[config.mk]
export PLATFORM = sky130hd
export DESIGN_NAME = kv_store_engine
export DESIGN_NICKNAME = d
export VERILOG_FILES = /design/src/rtl/kv_store_engine.sv
export SDC_FILE = /design/constraint.sdc
export NUM_CORES = 2
export LEC_CHECK = 0
export ABC_AREA = 1
export ABC_CLOCK_PERIOD_IN_PS = 11000
export BUFFER_PORTS_ARGS = -buffer_cell sky130_fd_sc_hd__buf_2
export CAP_MARGIN = 30
export CORE_ASPECT_RATIO = 0.5
export CORE_MARGIN = 2
export CORE_UTILIZATION = 25
export CTS_CLUSTER_DIAMETER = 80
export DETAILED_ROUTE_END_ITERATION = 10
export PLACE_DENSITY = 0.44
export RECOVER_POWER = 50
export SYNTH_ARGS = -nofsm -noshare
export SYNTH_HDL_FRONTEND = slang
export SYNTH_SLANG_ARGS = --single-unit
export TNS_END_PERCENT = 50
[constraint.sdc]
create_clock -name clk -period 11 [get_ports clk]
set_input_delay 1.1 -clock clk [delete_from_list [all_inputs] [get_ports clk]]
set_output_delay 1.1 -clock clk [all_outputs]
set_load 0.005 [all_outputs]
[src/rtl/kv_store_engine.sv]
// kv_store_engine: valid/ready key-value store with GET/PUT/DEL/FLUSH and round-robin eviction
module kv_store_engine #(
  parameter int NUM_ENTRIES = 16,
  parameter int KEY_WIDTH = 16,
  parameter int VALUE_WIDTH = 64,
  localparam int CNT_W = $clog2(NUM_ENTRIES + 1)
) (
  input  logic                   clk,
  input  logic                   rst,
  input  logic                   req_valid_i,
  output logic                   req_ready_o,
  input  logic [1:0]             req_op_i,
  input  logic [KEY_WIDTH-1:0]   req_key_i,
  input  logic [VALUE_WIDTH-1:0] req_val_i,
  output logic                   rsp_valid_o,
  input  logic                   rsp_ready_i,
  output logic                   rsp_hit_o,
  output logic                   rsp_evict_o,
  output logic [VALUE_WIDTH-1:0] rsp_val_o,
  output logic [CNT_W-1:0]       used_count_o,
  output logic                   full_o
);
  localparam int IDX_W = $clog2(NUM_ENTRIES);
  localparam logic [1:0] OP_GET = 2'd0, OP_PUT = 2'd1, OP_DEL = 2'd2, OP_FLUSH = 2'd3;
  typedef enum logic [1:0] {IDLE, LOOKUP, EXEC, RESP} state_t;
  state_t state, state_d;
  logic [1:0] op_q;
  logic [KEY_WIDTH-1:0] key_q;
  logic [VALUE_WIDTH-1:0] val_q;
  logic [NUM_ENTRIES-1:0] valid, match_vec, match_q;
  logic [KEY_WIDTH-1:0] keys [NUM_ENTRIES];
  logic [VALUE_WIDTH-1:0] vals [NUM_ENTRIES];
  logic [IDX_W-1:0] hit_idx, free_idx, hit_idx_q, free_idx_q, victim_ptr, idx;
  logic hit, inc, dec, evict, flush, rd;
  logic [CNT_W-1:0] cnt_d;
  always_comb begin
    match_vec = '0;
    hit_idx = '0;
    free_idx = '0;
    for (int i = NUM_ENTRIES - 1; i >= 0; i--) begin
      match_vec[i] = valid[i] && keys[i] == key_q;
      if (match_vec[i]) hit_idx = IDX_W'(i);
      if (!valid[i]) free_idx = IDX_W'(i);
    end
  end
  always_comb begin
    hit = |match_q;
    flush = op_q == OP_FLUSH;
    inc = op_q == OP_PUT && !hit && !full_o;
    evict = op_q == OP_PUT && !hit && full_o;
    dec = op_q == OP_DEL && hit;
    idx = hit ? hit_idx_q : !full_o ? free_idx_q : victim_ptr;
    rd = op_q == OP_PUT ? evict : hit && !flush;
    cnt_d = flush ? '0 : inc ? used_count_o + CNT_W'(1) : dec ? used_count_o - CNT_W'(1) : used_count_o;
  end
  always_comb begin
    state_d = state;
    case (state)
      IDLE:    state_d = req_valid_i ? LOOKUP : IDLE;
      LOOKUP:  state_d = EXEC;
      EXEC:    state_d = RESP;
      default: state_d = rsp_ready_i ? IDLE : RESP;
    endcase
  end
  assign req_ready_o = state == IDLE && !rst;
  assign rsp_valid_o = state == RESP;
  always_ff @(posedge clk) begin
    if (rst) begin
      state <= IDLE;
      valid <= '0;
      used_count_o <= '0;
      full_o <= 1'b0;
      victim_ptr <= '0;
      rsp_hit_o <= 1'b0;
      rsp_evict_o <= 1'b0;
      rsp_val_o <= '0;
    end else begin
      state <= state_d;
      if (state == IDLE && req_valid_i) begin
        op_q <= req_op_i;
        key_q <= req_key_i;
        val_q <= req_val_i;
      end
      if (state == LOOKUP) begin
        match_q <= match_vec;
        hit_idx_q <= hit_idx;
        free_idx_q <= free_idx;
      end
      if (state == EXEC) begin
        rsp_hit_o <= flush || hit;
        rsp_evict_o <= evict;
        rsp_val_o <= rd ? vals[idx] : '0;
        used_count_o <= cnt_d;
        full_o <= cnt_d == CNT_W'(NUM_ENTRIES);
        if (flush) valid <= '0;
        else if (inc) valid[idx] <= 1'b1;
        else if (dec) valid[idx] <= 1'b0;
        if (flush) victim_ptr <= '0;
        else if (evict) victim_ptr <= victim_ptr == IDX_W'(NUM_ENTRIES - 1) ? '0 : victim_ptr + IDX_W'(1);
      end
    end
  end
  always_ff @(posedge clk) begin
    if (!rst && state == EXEC && op_q == OP_PUT) begin
      keys[idx] <= key_q;
      vals[idx] <= val_q;
    end
  end
  always_ff @(posedge clk) assert (used_count_o <= CNT_W'(NUM_ENTRIES));
endmodule

==> metrics.txt <==
status=finished, violations left; failing checks=max-capacitance violations, max-slew violations; final core occ=0.291; Clock Path Buffers=3; gr ovfl total=0; CP most frequent cell=clkbuf_1; Clock transition at path regs=0.06 ns; Startpoint Class=input port; FF-to-FF path depth=18; syn_area_per_cell=13.7 sq um; CTS tree=built; Num CTS Buffers=152; min cycle time layout=5.44 ns; Antenna Nets Post-Route=0; via/cell ratio=4.75; P_leak=21.9 nW; largest net degree at the start of global routing=152; crit path max-delay cell type=clkbuf_1; I/O pin count=160; total track usage=0.149; Worst Path Required=11.41 ns; First DRT Iteration DRCs=3113; WP data arrival=5.85 ns; cell depth of the worst setup path=4; critical path type=input port to flip-flop; clock skew=0.0377 ns; Core Region=228000 sq um; routed length per instance=23.6 um; DIE HEIGHT=342 um; Worst Setup SP=rst; cell area after synthesis=57200 sq um; EDFF count, synth=1386; R2R Setup Slk=5.61 ns; final worst path period share=0.494; Hold Crit Class=input port to flip-flop; Pwr Density=189 nW/um^2; Setup WS pre-CTS=5.64 ns; IR drop worst, VDD=155 uV; Post-CTS Setup Bufs=0; DR DRC count=0; Rel. slew slack=-0.882; initial antenna violation count=8; Setup TNS=0 ns; Syn Inst Count=4179; Die ar.=233000 sq um; port bufs=159; Rows=124; first-pass GRT wire length=256 mm; slew at the pin with the worst max-slew slack=2.82 ns; routability congestion estimate=0.780; clk sink count=1480; vias in the first global route=36100; setup ws final=5.56 ns; Crit path max-delay family=buffers and inverters; setup violators final=0; share of post-route cells with drive strength above 1=0.108; Critical Path Sink=val_q[53]$_DFFE_PP_; Vias=35600; Async S/R FF share, synth=0; Max-Cap Viols=19; crit end category=flip-flop; sequential share of the synthesized area=0.760; ys flop type=edfxtp_1; Die X=681 um; Post-Route WL=177 mm; Synth cell types=50; CP bufs+invs=3; clk root buf=clkbuf_16; Max Slew Vio Count=505; CP max FO=40; worst skew pair latency=0.80 ns; hold_buf cts=0; Yosys reg bits=1480; yosys warns=0; Resized cells post-CTS=0; Starting Density=0.251; DR pass1 iterations=5; H-tree levels=4; Fin. Hold Viols=0; cell chain of the critical path=clkbuf_1 > nor2_1 > clkbuf_1 > buf_4; DP HPWL=95.0 mm; worst flop-to-flop path endpoint=rsp_val_o[44]$_SDFFE_PP0P_; post-synthesis net count=4272; RSZ-0062 raised after global routing=no; fmax=184 MHz; crit-path max cell delay=2.05 ns; Layout Nets=4444; Critical R2R Launch=match_q[12]$_DFFE_PP_; P&R area growth vs syn=16.2%
==> cells in the final DEF (no fill, tap or decap), types with 5 or more instances in the layout <==
| cell type | instances |
|---|---|
| buf_12 | 5 |
| a22o_1 | 17 |
| ha_1 | 7 |
| o21ai_0 | 70 |
| xnor2_1 | 7 |
| o221ai_1 | 254 |
| clkbuf_1 | 88 |
| nor2_4 | 21 |
| a211oi_1 | 24 |
| nand2_1 | 557 |
| o211ai_1 | 6 |
| a221oi_1 | 31 |
| a21boi_0 | 5 |
| clkinv_2 | 28 |
| buf_4 | 63 |
| nor4_1 | 19 |
| edfxtp_1 | 1386 |
| bufinv_16 | 7 |
| dfxtp_1 | 94 |
| a21oi_1 | 339 |
| clkinv_1 | 28 |
| or2_2 | 31 |
| clkbuf_8 | 13 |
| buf_2 | 124 |
| a22oi_1 | 8 |
| xor2_1 | 57 |
| clkbuf_16 | 158 |
| o22ai_1 | 42 |
| nor3_1 | 256 |
| inv_1 | 327 |
| nand4_1 | 13 |
| nand3_1 | 87 |
| nor2_1 | 239 |
==> synthesized netlist by cell type (all sizes together), types with 75 or more instances <==
library cell | number | area share
nand2 | 561 | 0.037
o221ai | 254 | 0.039
nor3 | 257 | 0.023
dfxtp | 94 | 0.033
edfxtp | 1386 | 0.73
o21ai | 75 | 0.0068
inv | 332 | 0.022
a21oi | 339 | 0.030
clkbuf | 141 | 0.0092
nor2 | 263 | 0.018
buf | 93 | 0.0092
nand3 | 88 | 0.0077
==> worst min path at each step <==
stage / start / end / slack (ns) / depth (start not counted)
2_1_floorplan: rsp_evict_o$_SDFFE_PP0P_ / rsp_evict_o$_SDFFE_PP0P_ / 0.46 / 2
3_3_place_gp: rsp_val_o[13]$_SDFFE_PP0P_ / rsp_val_o[13]$_SDFFE_PP0P_ / 0.47 / 2
3_5_place_dp: rsp_val_o[23]$_SDFFE_PP0P_ / rsp_val_o[23]$_SDFFE_PP0P_ / 0.47 / 2
4_1_cts: req_val_i[7] / val_q[7]$_DFFE_PP_ / 0.42 / 1
5_1_grt: req_val_i[7] / val_q[7]$_DFFE_PP_ / 0.44 / 1
6_report: req_val_i[42] / val_q[42]$_DFFE_PP_ / 0.48 / 1
==> flip-flops by register name, summed over array words and instances, names as in the netlist, 5 cells and up <==
register      cells
valid            16
key_q            16
val_q            64
rsp_val_o        64
keys            256
used_count_o      5
match_q          16
vals           1024
==> cell type report <==
type	count	area, sq um
Sequential cell	1480	43500
Fill cell	23000	162000
Clock inverter	65	549
Inverter	339	1290
Clock buffer	203	4250
Tap cell	3024	3780
Antenna cell	2	5.00
Multi-Input combinational cell	2126	11600
Timing Repair Buffer	252	1510
==> worst register-to-register path, stage by stage, from the launching register on <==
cell and delay, ns:
edfxtp_1 0.36, nor2_1 0.12, nand2_1 0.10, nor2_2 0.13, nand2_4 0.12, nand2_1 0.18
nand2_8 0.35, inv_2 0.22, and2_4 0.62, buf_4 0.75, buf_4 0.74, buf_4 0.81
a21oi_1 0.19, o221ai_1 0.13, nand2_1 0.09, nand3_1 0.13, nor2_1 0.05, a21oi_1 0.11
nor2_1 0.05
==> power by group <==
part	internal (W)	switching [W]
logic	0.000280	0.000767
clock network	0.00288	0.00218
registers	0.00632	0.000157
total	0.00948	0.00310
==> logic make-up (layout without fill, tap and decap cells) <==
kind of cell | Yosys count | count (layout) | share of synthesized area
AO/OA/AOI/OAI | 813 | 813 | 0.0946
flip-flops | 1480 | 1480 | 0.760
XOR/XNOR | 64 | 64 | 0.00980
adder cells (fa/ha/maj) | 7 | 7 | 0.00153
AND/OR/NAND/NOR | 1242 | 1242 | 0.0931
other | 0 | 2 | 0
buffers and inverters | 573 | 859 | 0.0408
==> per-layer routing <==
layer  GRT usage  wire, um  vias up
li1            -         -    15900
met4      0.0414      3880        2
met3      0.0199      7790      200
met5           0        13        -
met1       0.197     78800    18600
met2       0.257     86500      902
==> metrics by stage <==
step	cells	area, sq um	hold slack (ns)	total power, W
final	7491	66500	0.478	0.0126
after detailed placement	7220	61800	0.471	0.00767
after CTS	7488	66600	0.416	0.0127
after global placement	7212	61600	0.470	0.00764
after floorplan	4179	57200	0.462	0.00713
after global routing	7489	66500	0.438	0.0130
Note: power is estimated with default switching activity, not from simulation.
